`src/rtl/mas_response_router.sv`:
```
// Return path of the memory access servicer tree: an in-order tag FIFO pairs each
// memory response with its requester and holds it one-hot until that requester acks.
module mas_response_router #(
  parameter int unsigned n_outputs  = 8,
  parameter int unsigned data_width = 128,
  parameter int unsigned id_width   = 3,
  parameter int unsigned depth      = 4
) (
  input  logic                  clk,
  input  logic                  rst,
  input  logic                  issue_valid,
  input  logic [id_width-1:0]   issue_id,
  output logic                  issue_ready,
  input  logic                  resp_valid,
  input  logic [data_width-1:0] resp_data,
  output logic                  resp_ready,
  output logic [n_outputs-1:0]  out_valid,
  output logic [data_width-1:0] out_data,
  input  logic [n_outputs-1:0]  out_ack,
  output logic [id_width:0]     outstanding,
  output logic                  err
);

  localparam int unsigned ptr_w = (depth > 1) ? $clog2(depth) : 1;
  localparam int unsigned cnt_w = id_width + 1;

  typedef enum logic {
    IDLE,
    DELIVER
  } state_t;

  state_t state;
  state_t state_next;

  logic [id_width-1:0] tag_mem [depth];
  logic [ptr_w-1:0]    wr_ptr;
  logic [ptr_w-1:0]    rd_ptr;

  logic id_ok;
  logic bad_id;
  logic push;
  logic pop;
  logic orphan;
  logic fifo_nonempty;
  logic held_ack;

  // Issue side: full blocks issue regardless of a same-cycle pop (no bypass).
  assign issue_ready   = (outstanding < cnt_w'(depth));
  assign id_ok         = ({1'b0, issue_id} < cnt_w'(n_outputs));
  assign push          = issue_valid && issue_ready && id_ok;
  assign bad_id        = issue_valid && !id_ok;
  assign fifo_nonempty = (outstanding != '0);

  // out_valid is one-hot on the held requester, so masking the acks selects its bit.
  assign held_ack = |(out_ack & out_valid);

  // State register
  always_ff @(posedge clk) begin
    if (rst) begin
      state <= IDLE;
    end else begin
      state <= state_next;
    end
  end

  // Next-state and response handshake
  always_comb begin
    state_next = state;
    resp_ready = 1'b0;
    pop        = 1'b0;
    orphan     = 1'b0;
    case (state)
      IDLE: begin
        resp_ready = 1'b1;
        if (resp_valid) begin
          if (fifo_nonempty) begin
            pop        = 1'b1;
            state_next = DELIVER;
          end else begin
            orphan = 1'b1;
          end
        end
      end
      DELIVER: begin
        resp_ready = held_ack;
        if (held_ack) begin
          if (resp_valid && fifo_nonempty) begin
            pop = 1'b1;
          end else begin
            state_next = IDLE;
            orphan     = resp_valid;
          end
        end
      end
      default: state_next = IDLE;
    endcase
  end

  // Tag storage needs no reset: entries are only read behind a valid occupancy.
  always_ff @(posedge clk) begin
    if (push) begin
      tag_mem[wr_ptr] <= issue_id;
    end
  end

  // Pointers, occupancy, held response and error pulse
  always_ff @(posedge clk) begin
    if (rst) begin
      wr_ptr      <= '0;
      rd_ptr      <= '0;
      outstanding <= '0;
      out_valid   <= '0;
      out_data    <= '0;
      err         <= 1'b0;
    end else begin
      err <= orphan | bad_id;
      if (push) begin
        wr_ptr <= wr_ptr + ptr_w'(1);
      end
      if (pop) begin
        rd_ptr <= rd_ptr + ptr_w'(1);
      end
      case ({push, pop})
        2'b10:   outstanding <= outstanding + cnt_w'(1);
        2'b01:   outstanding <= outstanding - cnt_w'(1);
        default: outstanding <= outstanding;
      endcase
      if (pop) begin
        out_valid <= n_outputs'(1) << tag_mem[rd_ptr];
        out_data  <= resp_data;
      end else if ((state == DELIVER) && held_ack) begin
        out_valid <= '0;
      end
    end
  end

endmodule
```
`config.mk`:
```
export PLATFORM = sky130hd
export DESIGN_NAME = mas_response_router
export DESIGN_NICKNAME = d
export VERILOG_FILES = /design/src/rtl/mas_response_router.sv
export SDC_FILE = /design/constraint.sdc
export NUM_CORES = 1
export LEC_CHECK = 0
export CAP_MARGIN = 20
export CORE_MARGIN = 2
export CORE_UTILIZATION = 35
export DETAILED_ROUTE_END_ITERATION = 10
export MAX_ROUTING_LAYER = met4
export PLACE_DENSITY_LB_ADDON = 0.15
export SYNTH_ARGS = -nofsm -noshare
export SYNTH_HDL_FRONTEND = slang
export SYNTH_SLANG_ARGS = --single-unit
```
`constraint.sdc`:
```
create_clock -name clk -period 2.36 [get_ports clk]
set_input_delay 0.236 -clock clk [delete_from_list [all_inputs] [get_ports clk]]
set_output_delay 0.236 -clock clk [all_outputs]
set_load 0.01 [all_outputs]
```
==> flow_summary.json, run 1 <==
{
  "core_area_mm2": 0.0202,
  "worst_slew_pin_slew_ps": 637,
  "num_antenna_cells": 0,
  "period_minus_slack_ps": 2220,
  "place_inst": 1214,
  "avgSynthCellArea_um2": 10.5,
  "post-place-ws_ps": -202,
  "synth.distinct_cells": 41,
  "cts_inserted_buffers": 17,
  "cts-root-buf": "clkbuf_16",
  "crit_type": "reg2reg",
  "synthTopCellsByArea": "dfxtp_1 (41%), nand2b_1 (22%), mux2i_1 (18%)",
  "synth-simple-area-share_pct": 25.3,
  "num_rows": 52,
  "yosys.area.top_type": "dfxtp_1",
  "finalSetupViolations": 0,
  "pwr-share-seq_pct": 35.7,
  "wl_per_cell_um": 14.4,
  "max_stage_delay_ps": 330,
  "slew_headroom_pct": 57.5,
  "synth_edf_count": 12,
  "power.switching_w": 0.00355,
  "start_util_pct": 35.5,
  "worst-path-buf-inv": 1,
  "synthAdderAreaFrac_pct": 1.22,
  "critPathRequiredTime_ps": 2710,
  "via_per_inst": 4.49,
  "clk_latency_ps": 420,
  "antenna_found_initial": 0,
  "gp_routability_congestion": 0.754,
  "clk_pin_slew_ps": 70,
  "seqCellArea_mm2": 0.00332,
  "port_buffers": 285,
  "fmax_mhz": 451,
  "fillers": 1852,
  "drtAntennaViolNets": 0,
  "rsz0062_at_grt": "false",
  "powerDensity_mw_per_mm2": 1000,
  "postRouteWirelength_mm": 17.9,
  "fin_ws_ps": 140,
  "drv_slew": 0,
  "die_area_mm2": 0.0216,
  "arrival_ps": 2570,
  "grt_max_degree": 117,
  "timing.rr.end": "outstanding[3]",
  "r2r_cells": 9,
  "ys_seq_elements": 160,
  "synth_compound_area_share_pct": 3.36,
  "syn_area_mm2": 0.00715,
  "max-vdd-ir-drop_v": 0.000686,
  "hold_violations": 0,
  "power.internal_w": 0.00734,
  "multi_input_area_mm2": 0.00357,
  "pwr-share-comb_pct": 40.3,
  "syn_to_final_growth_pct": 52.2,
  "fp.dieH_um": 147,
  "endpoint_kind": "register",
  "power.leakage_nw": 3.95,
  "min-delay-path-class": "in2reg",
  "drive_gt1_share_pct": 7.17,
  "cts_tree": "built",
  "drtIter0Drc": 203,
  "synth_xor_xnor_area_share_pct": 0.490,
  "fin_cells": 1246,
  "hpwl_mm": 12.6,
  "netlist.area_leader.share_pct": 41.4,
  "clkPwrFrac_pct": 24.0,
  "reg2reg_from": "out_valid[2]",
  "postCtsSetupBuffers": 0,
  "yosys_warnings": 0,
  "r2r_slack_ps": 140,
  "path_cells": "a22oi_1, and4_4, a21oi_4, buf_4, ha_1, nor4b_1, o21ai_0, a21o_1, a21oi_1",
  "start_kind": "register",
  "fin_skew_ps": 9.42,
  "grt-ovfl-total": 0,
  "nNetsFinal": 1113,
  "cp_top_family": "compound AO/OA/AOI/OAI gates",
  "dr.pass1.iters": 4,
  "drc": 0,
  "synth_top_family_by_area": "simple AND/OR/NAND/NOR gates",
  "p_sw_share_pct": 32.6,
  "die_w_um": 147,
  "grt_usage_pct": 17.1,
  "hp-start": "rst",
  "hold_depth": 2,
  "status": "complete, no violations",
  "cts_max_path_buffers": 2,
  "crit_slowest_cell": "dfxtp_1",
  "yosysSeqAreaShare_pct": 46.5,
  "holdPathEnd": "state",
  "mappedNetlistNets": 829,
  "io_pins": 286,
  "synth_cells": 679,
  "htree_levels": 4,
  "cts_sinks": 160,
  "period_share_pct": 94.1,
  "grt_pass1_wl_mm": 28.4,
  "ys.flop_type": "dfxtp_1",
  "first_global_vias": 5446,
  "synthArstFlopShare_pct": 0,
  "muxShareOfSynthArea_pct": 19.3,
  "vias": 5590,
  "path_max_fanout": 3,
  "maxCapViolCount": 0
}
## kinds of logic (layout without fill, tap and decap cells)
group           after synthesis  after routing
mux                         134            134
fa+ha+maj                     7              7
buf+inv                      52            349
xor+xnor                      4              4
flops                       160            160
compound gates               29             29
simple gates                293            293
## power by group through the flow
stage	combinational, W	sequential [W]	clock, W
global route	0.00473	0.00398	0.00284
global placement	0.00442	0.00393	0
finish	0.00440	0.00388	0.00261
floorplan	0.00206	0.00421	0
detailed placement	0.00443	0.00394	0
CTS	0.00445	0.00390	0.00271
## how the worst max path moves through the flow
stage | cells after the start | endpoint | slack (ps) | startpoint
after floorplan | 11 | outstanding[2] | 4 | out_valid[3]
after global placement | 11 | outstanding[2] | -150 | out_ack[2]
after detailed placement | 11 | outstanding[2] | -200 | out_ack[3]
after CTS | 9 | outstanding[3] | 100 | out_valid[3]
after global routing | 9 | outstanding[2] | 9 | outstanding[3]
final | 9 | outstanding[3] | 140 | out_valid[2]
## cell type report
type / instances / share of cell area (%)
multi-input cells: 467 / 32.8
flip-flops and latches: 160 / 30.5
repair buffers: 311 / 28.3
clock buffers: 18 / 3.95
well taps: 270 / 3.10
clock inverters: 14 / 1.14
inverters: 6 / 0.207
## metal layers
| metal | part of all wire [%] | routed length, um | vias up | global-route usage (%) |
|---|---|---|---|---|
| li1 | - | - | 2823 | - |
| met1 | 45 | 8080 | 2544 | 21.2 |
| met2 | 45 | 8060 | 194 | 26.2 |
| met3 | 7.5 | 1350 | 29 | 5.53 |
| met4 | 2.4 | 433 | 0 | 6.39 |
| met5 | 0 | 0 | - | - |
## sequential cells by signal (all words and copies together), names as in the netlist, named ones only
signal,flops
wr_ptr,2
err,1
out_data,128
outstanding,4
out_valid,8
state,1
tag_mem,12
rd_ptr,2
## stage by stage
| step | setup TNS [ps] | power [W] | cell area, um2 | util, % | hold WS (ps) |
|---|---|---|---|---|---|
| finish | 0 | 0.0109 | 10900 | 54.0 | 278 |
| global route | 0 | 0.0115 | 10900 | 54.0 | 290 |
| CTS | 0 | 0.0111 | 10900 | 54.0 | 264 |
| detailed placement | -382 | 0.00837 | 10300 | 51.2 | 460 |
| global placement | -283 | 0.00835 | 10300 | 51.2 | 458 |
| floorplan | 0 | 0.00627 | 7160 | - | 335 |
## worst reg2reg max path, cell delays in order (launching register included)
cell	delay [ps]
dfxtp_1	330
a22oi_1	230
and4_4	290
a21oi_4	70
buf_4	160
ha_1	310
nor4b_1	320
o21ai_0	150
a21o_1	170
a21oi_1	120
## cells in the mapped netlist (4+ instances only)
master / n
mux2i_1: 129
nand2_1: 8
dfxtp_1: 148
nor2_1: 9
nand2b_1: 256
a21oi_1: 6
a32o_1: 4
buf_2: 5
buf_6: 9
edfxtp_1: 12
and3_1: 4
clkbuf_1: 30
inv_1: 6
o21ai_0: 5
ha_1: 7
## cell usage in the layout (no fill, tap or decap), types with 8 or more instances in the layout
cell,instances
mux2i_1,129
dfxtp_1,148
nand2b_1,256
buf_4,24
nand2_1,8
nor2_1,9
clkbuf_16,17
clkdlybuf4s50_1,284
edfxtp_1,12
## timing repair
| action | in CTS | in global routing |
|---|---|---|
| gates resized for setup | 0 | 2 |
| hold endpoints to repair | 0 | 0 |
| setup endpoints to repair | 0 | 2 |
| hold buffers | 0 | 0 |
Note: power is estimated with default switching activity, not from simulation.
==> run 2: changes to the inputs <==
- CORE_UTILIZATION: 35 -> 40
- CTS_CLUSTER_DIAMETER: default -> 150
==> run 2 against run 1 <==
Final cell count decreased by 3.9%; power rose by 1.1%; routed wire length rose by 1.3%; fmax down 0.38%.
==> flow_summary.json, run 2 (same netlist as run 1, synthesis figures left out) <==
{
  "timing.rr.end": "outstanding[3]",
  "drc": 0,
  "power.leakage_nw": 3.94,
  "first_global_vias": 5360,
  "final_cell_mix": "clkdlybuf4s50_1 (284), nand2b_1 (256), dfxtp_1 (148), mux2i_1 (129), buf_4 (22)",
  "power_w": 0.0110,
  "worst_slew_pin_slew_ps": 701,
  "drive_gt1_share_pct": 7.09,
  "die_w_um": 138,
  "critPathLaunch": "out_valid[2]",
  "cts-hold-fix-buffers": 0,
  "cts_max_path_buffers": 2,
  "num_antenna_cells": 0,
  "clk_latency_ps": 420,
  "r2r_cells": 9,
  "fin_skew_ps": 10.5,
  "fin_cells": 1198,
  "port_buffers": 285,
  "grt_max_degree": 150,
  "gp_routability_congestion": 0.782,
  "clk_pin_slew_ps": 60,
  "critPathRequiredTime_ps": 2710,
  "cts_inserted_buffers": 17,
  "r2r_slack_ps": 130,
  "grt_usage_pct": 19.1,
  "die_area_mm2": 0.0190,
  "io_pins": 286,
  "finalSetupViolations": 0,
  "syn_to_final_growth_pct": 51.5,
  "wl_per_cell_um": 15.1,
  "grt.busiest_layer": "met2",
  "largest_register": "out_data",
  "slew_headroom_pct": 53.3,
  "htree_levels": 4,
  "grt_pass1_wl_mm": 27.3,
  "fmax_mhz": 449,
  "min-delay-path-class": "in2reg",
  "largest_reg_flops": 128,
  "grt-ovfl-total": 0,
  "crit_slowest_cell": "ha_1",
  "core_area_mm2": 0.0174,
  "vias": 5519,
  "post-place-ws_ps": -271,
  "max_stage_delay_ps": 330,
  "path_max_fanout": 4,
  "grt.met1_usage_pct": 22.7,
  "drv_slew": 0,
  "place_inst": 1166,
  "via_per_inst": 4.61,
  "reg_top3": "out_data: 128 flops, tag_mem: 12 flops, out_valid: 8 flops",
  "rsz0062_at_grt": "false",
  "fin_ws_ps": 132,
  "max-vdd-ir-drop_v": 0.000574,
  "layout_commonest_cell": "clkdlybuf4s50_1",
  "postRouteWirelength_mm": 18.1,
  "dr.pass1.iters": 6,
  "path_cells": "a22oi_1, and4_4, a21oi_4, buf_4, ha_1, nor4bb_1, o21ai_0, a21o_1, a21oi_1",
  "endpoint_kind": "register",
  "holdPathEnd": "outstanding[0]",
  "period_share_pct": 94.4,
  "grt_use_met2_pct": 30.2,
  "fp.dieH_um": 138,
  "hold_violations": 0,
  "maxCapViolCount": 0,
  "start_util_pct": 41.1,
  "crit_type": "reg2reg",
  "hp-start": "rst",
  "drtIter0Drc": 226,
  "antenna_found_initial": 0,
  "arrival_ps": 2580,
  "start_kind": "register",
  "hpwl_mm": 13.1,
  "nNetsFinal": 1110,
  "reg2reg_from": "out_valid[2]",
  "cts_sinks": 160,
  "powerDensity_mw_per_mm2": 1020,
  "cts-root-buf": "clkbuf_16",
  "cts_tree": "built",
  "num_rows": 48,
  "status": "complete, no violations",
  "drtAntennaViolNets": 0,
  "period_minus_slack_ps": 2230,
  "gr-usage-met3_pct": 6.99,
  "hold_depth": 2
}
-- run 2: worst max-delay path by stage --
stage	slack, ps	to	depth (start not counted)
2_1_floorplan	4	outstanding[2]	11
3_3_place_gp	-220	out_data[66]	7
3_5_place_dp	-270	outstanding[3]	10
4_1_cts	60	outstanding[3]	9
5_1_grt	10	outstanding[3]	9
6_report	130	outstanding[3]	9
-- run 2: layout make-up --
type                       instances  area, um2
fill                            1503       6580
multi-input combinational        467       3580
sequential                       160       3320
timing repair buffer             308       3050
clock buffer                      19        453
tap                              225        282
clock inverter                    13        135
inverter                           6       22.5
-- run 2: timing repair --
item	4_1_cts	5_1_grt
setup buffers	0	0
gates resized for setup	0	4
setup endpoints to repair	0	18
endpoints found under the hold margin	0	0
-- run 2: power breakdown --
part | total (W) | switching (W) | internal [W]
registers | 0.00389 | 0.000422 | 0.00347
clock network | 0.00275 | 0.00114 | 0.00161
logic | 0.00437 | 0.00192 | 0.00245
total | 0.0110 | 0.00348 | 0.00753
-- run 2: per-stage QoR --
step                      hold WS, ps  util, %  cell area (um2)  TNS (ps)
after floorplan                   335        -             7160         0
after global placement            459     58.8            10200     -5290
after detailed placement          461     58.8            10200     -5700
after CTS                         215     62.2            10800         0
after global routing              254     62.2            10800         0
final                             238     62.2            10800         0
-- run 2: per-layer routing --
metal	up-vias	part of all wire (%)
li1	2815	-
met1	2501	42
met2	185	47
met3	18	9.4
met4	0	1.5
met5	-	0
-- run 2: worst max-delay path: cells and delay by family, from the launching register on --
family          cells  cell delay (ps)
fa+ha+maj           1              330
flops               1              320
compound gates      5              760
buf+inv             1              160
simple gates        2              600
==> run 3: changes to the inputs <==
- SLEW_MARGIN: default -> 15
==> results of run 3 <==
No change in the layout: final DEF, timing and power equal those of run 2.
